`src/rtl/hazard_pkg.sv`:
```
// Shared types for the hazard/forwarding controller: operand-select codes and
// the per-stage destination tag carried down the shadow pipeline.
package hazard_pkg;

  localparam int DEF_REG_ADDR_W = 5;

  typedef enum logic [1:0] {
    FWD_RF  = 2'b00,
    FWD_WB  = 2'b01,
    FWD_MEM = 2'b10
  } fwd_sel_t;

  typedef struct packed {
    logic [DEF_REG_ADDR_W-1:0] rd;
    logic                      regwrite;
    logic                      load;
  } stage_tag_t;

  // The memory stage holds the younger result, so it beats writeback.
  function automatic fwd_sel_t fwd_select(input logic hit_m, input logic hit_w);
    if (hit_m) return FWD_MEM;
    if (hit_w) return FWD_WB;
    return FWD_RF;
  endfunction

endpackage

```
`src/rtl/hazard_stage_reg.sv`:
```
// One shadow-pipeline tag register; flush loads a bubble (all zeros) instead
// of the incoming tag.
module hazard_stage_reg
  import hazard_pkg::*;
#(
  parameter type T = stage_tag_t
) (
  input  logic clk,
  input  logic reset,
  input  logic flush,
  input  T     d,
  output T     q
);

  always_ff @(posedge clk) begin
    if (reset || flush) q <= '0;
    else                q <= d;
  end

endmodule

```
`src/rtl/hazard_fwd_unit.sv`:
```
// Hazard and forwarding controller for the 5-stage RV32I pipeline.
// Optional HAZ_PERF_CNT_EN adds saturating stall/flush event counters.
module hazard_fwd_unit
  import hazard_pkg::*;
#(
  parameter int REG_ADDR_W = DEF_REG_ADDR_W,
  parameter int CNT_W      = 32
) (
  input  logic                  clk,
  input  logic                  reset,
  input  logic [REG_ADDR_W-1:0] rs1_d,
  input  logic [REG_ADDR_W-1:0] rs2_d,
  input  logic [REG_ADDR_W-1:0] rd_d,
  input  logic                  regwrite_d,
  input  logic                  load_d,
  input  logic                  pcsrc_e,
  output logic [1:0]            forward_ae,
  output logic [1:0]            forward_be,
  output logic                  stall_f,
  output logic                  stall_d,
  output logic                  flush_d,
  output logic                  flush_e
`ifdef HAZ_PERF_CNT_EN
  ,
  output logic [CNT_W-1:0]      stall_cnt,
  output logic [CNT_W-1:0]      flush_cnt
`endif
);

  typedef struct packed {
    logic [REG_ADDR_W-1:0] rs1;
    logic [REG_ADDR_W-1:0] rs2;
    logic [REG_ADDR_W-1:0] rd;
    logic                  regwrite;
    logic                  load;
  } e_tag_t;

  typedef struct packed {
    logic [REG_ADDR_W-1:0] rd;
    logic                  regwrite;
    logic                  load;
  } tag_t;

  e_tag_t e_d, e_q;
  tag_t   m_d, m_q, w_q;
  logic   lw_stall;
  logic   unused_tag_bits;

  assign e_d = '{rs1: rs1_d, rs2: rs2_d, rd: rd_d, regwrite: regwrite_d, load: load_d};
  assign m_d = '{rd: e_q.rd, regwrite: e_q.regwrite, load: e_q.load};
  assign unused_tag_bits = m_q.load ^ w_q.load;

  hazard_stage_reg #(.T(e_tag_t)) u_stage_e (
    .clk(clk), .reset(reset), .flush(flush_e), .d(e_d), .q(e_q)
  );

  hazard_stage_reg #(.T(tag_t)) u_stage_m (
    .clk(clk), .reset(reset), .flush(1'b0), .d(m_d), .q(m_q)
  );

  hazard_stage_reg #(.T(tag_t)) u_stage_w (
    .clk(clk), .reset(reset), .flush(1'b0), .d(m_q), .q(w_q)
  );

  // Everything is forced quiet during reset; a taken branch squashes the
  // stalled instruction anyway, so it overrides the load-use stall.
  always_comb begin
    forward_ae = FWD_RF;
    forward_be = FWD_RF;
    stall_f    = 1'b0;
    stall_d    = 1'b0;
    flush_d    = 1'b0;
    flush_e    = 1'b0;
    lw_stall   = e_q.load && (e_q.rd != '0) && ((e_q.rd == rs1_d) || (e_q.rd == rs2_d));
    if (!reset) begin
      forward_ae = fwd_select((e_q.rs1 != '0) && (e_q.rs1 == m_q.rd) && m_q.regwrite,
                              (e_q.rs1 != '0) && (e_q.rs1 == w_q.rd) && w_q.regwrite);
      forward_be = fwd_select((e_q.rs2 != '0) && (e_q.rs2 == m_q.rd) && m_q.regwrite,
                              (e_q.rs2 != '0) && (e_q.rs2 == w_q.rd) && w_q.regwrite);
      stall_f    = lw_stall && !pcsrc_e;
      stall_d    = lw_stall && !pcsrc_e;
      flush_d    = pcsrc_e;
      flush_e    = lw_stall || pcsrc_e;
    end
  end

`ifdef HAZ_PERF_CNT_EN
  localparam logic [CNT_W-1:0] CNT_ONE = 1;
  localparam logic [CNT_W-1:0] CNT_MAX = '1;

  always_ff @(posedge clk) begin
    if (reset) begin
      stall_cnt <= '0;
      flush_cnt <= '0;
    end else begin
      if (stall_d && (stall_cnt != CNT_MAX)) stall_cnt <= stall_cnt + CNT_ONE;
      if (flush_d && (flush_cnt != CNT_MAX)) flush_cnt <= flush_cnt + CNT_ONE;
    end
  end
`else
  logic [CNT_W-1:0] unused_cnt_w;
  assign unused_cnt_w = '0;
`endif

endmodule

```
`config.mk`:
```
export PLATFORM = sky130hd
export DESIGN_NAME = hazard_fwd_unit
export DESIGN_NICKNAME = d
export VERILOG_FILES = /design/src/rtl/hazard_pkg.sv /design/src/rtl/hazard_stage_reg.sv /design/src/rtl/hazard_fwd_unit.sv
export SDC_FILE = /design/constraint.sdc
export NUM_CORES = 1
export LEC_CHECK = 0
export CAP_MARGIN = 10
export CORE_MARGIN = 5
export CORE_UTILIZATION = 25
export DETAILED_ROUTE_END_ITERATION = 10
export HOLD_SLACK_MARGIN = 0.03
export PLACE_DENSITY = 0.41
export SLEW_MARGIN = 5
export SYNTH_ARGS = -nofsm -noshare
export SYNTH_HDL_FRONTEND = slang
export SYNTH_HIERARCHICAL = 1
export SYNTH_SLANG_ARGS = --single-unit
```
`constraint.sdc`:
```
create_clock -name clk -period 1.95 [get_ports clk]
set_clock_uncertainty 0.1 [all_clocks]
set_input_delay 0.39 -clock clk [delete_from_list [all_inputs] [get_ports clk]]
set_output_delay 0.39 -clock clk [all_outputs]
set_load 0.02 [all_outputs]
```
==> impl_metrics.ini <==
[run_status]
status = finished, violations left
violations = negative setup slack

[floorplanning]
start_util_pct = 25.47
die_w_um = 84.44
rows = 27
die_h_um = 84.44
die-area_mm2 = 0.007129
ios = 28
core_mm2 = 0.005439

[logic_synthesis]
postSynthCellCount = 122
synthesis.area_mm2 = 0.001385
syn_area_per_cell_um2 = 11.35
yosysWarnings = 6

[final_layout]
antenna_cells = 0
final_common_cell = buf_4
drive_above_1_share_pct = 44.62
fin_cells = 258
layout_common_cells = buf_4 (26), nor3b_1 (19), dfxtp_1 (19)
design_area_mm2 = 0.002147
synthToLayoutAreaGrowth_pct = 55.01
fin_util_pct = 39.48
finish.net_count = 206

[clock_tree]
cts-buffers-inserted = 5
cts-root-buf = clkbuf_8
cts_buffer_depth = 2
clkSlewWorstSetupHoldPaths_ps = 60
clkSinkCount = 29
cts_tree = built
htree_levels = 2
clk_latency_ps = 270

[drt]
wl_mm = 3.272
dr.first_iter.drc_count = 18
drt_pass1_iterations = 3
drt-wirelength-per-cell_um = 12.68
antenna_left = 0
drc = 0
viasPerCell = 4.012
vias = 1035

[critical_path]
worst_path_max_delay_cell = or4_4
crit_top_cell = nor4_4
required_ps = 1460
arrival_ps = 1740
path_class = reg -> out
cp_slowest_stage_delay_ps = 540
critPathBufInv = 1
path_delay_family = simple AND/OR/NAND/NOR gates
critPathMaxFanout = 2
cp-end-kind = output port
crit_path_start_kind = flop
cp_cell_sequence = or4_4 -> nor2_4 -> nor4_4 -> nor4_4 -> buf_4

[power]
p_leak_nw = 0.8157
power_mw = 1.372
switching_share_pct = 24.44
clkPwrFrac_pct = 35.1
p_comb_share_pct = 18.2
peakVddDrop_v = 0.0002640
power_frac_seq_pct = 46.6
p_sw_mw = 0.3353
internal_power_mw = 1.037
powerDensity_mw_per_mm2 = 639.1

[global_routing]
grt_overflow = 0
track_usage_pct = 9.660
grt_max_degree = 23
grt_pass1_vias = 1143
antenna_found_initial = 0
grt_pass1_wl_mm = 5.437

[sta]
timing.fmax_mhz = 447.7
final.setup.tns_ps = -1138
fin_crit_sh_pct = 114.6
min_period_ps = 2234
setup_ws_ps = -283.8
timing.hold.ws_ps = 356.5
maxSlewViolCount = 0
rsz0062_at_grt = true
setup_viol = 7
hold_violations = 0

[placed_design]
place_area_mm2 = 0.001913
place_congestion = 0.7861
dp_slack_ps = -746.1
dp_hpwl_mm = 2.557
io_buffer_count = 27
dp_cells = 249

[hold_path]
worstHoldPathType = reg -> reg

[run]
drv_cap = 0
metal layers:
layer / track usage [%] / part of all wire [%] / vias to the layer above
met2: 16.28 / 49 / 27
met1: 11.38 / 45 / 475
met3: 3.337 / 5.5 / 2
li1: - / - / 531
met5: 0 / 0 / -
met4: 3.453 / 0.46 / 0
worst paths after layout:
check	cells past startpoint	startpoint	end	slack, ps
max	5	u_stage_e/q[13]	forward_ae[0]	-280
min reg2reg	1	u_stage_e/q[1]	u_stage_m/q[1]	360
min	1	u_stage_e/q[1]	u_stage_m/q[1]	360
max reg2reg	5	u_stage_e/q[5]	u_stage_e/q[11]	210
state kept, by name, summed over array words and instances (netlist names):
signal       flops
u_stage_e/q     17
u_stage_m/q      6
u_stage_w/q      6
area by class of cell:
| cell class | instances | area (um2) |
|---|---|---|
| Timing Repair Buffer | 51 | 441.7 |
| Fill cell | 556 | 3292 |
| Tap cell | 72 | 90.09 |
| Multi-Input combinational cell | 99 | 930.9 |
| Clock buffer | 7 | 86.33 |
| Sequential cell | 29 | 598.1 |
power by group through the flow:
stage	clock network [mW]	logic (mW)	registers (mW)
floorplan	0	0.120	0.649
global placement	0	0.224	0.650
detailed placement	0	0.223	0.650
CTS	0.504	0.238	0.638
global route	0.528	0.272	0.643
finish	0.482	0.250	0.640
what timing repair did:
action,4_1_cts,5_1_grt
endpoints found under the setup margin,8,7
setup buffers,1,1
resized for setup,68,20
pin swaps,11,11
hold buffers,0,0
Note: power is estimated with default switching activity, not from simulation.
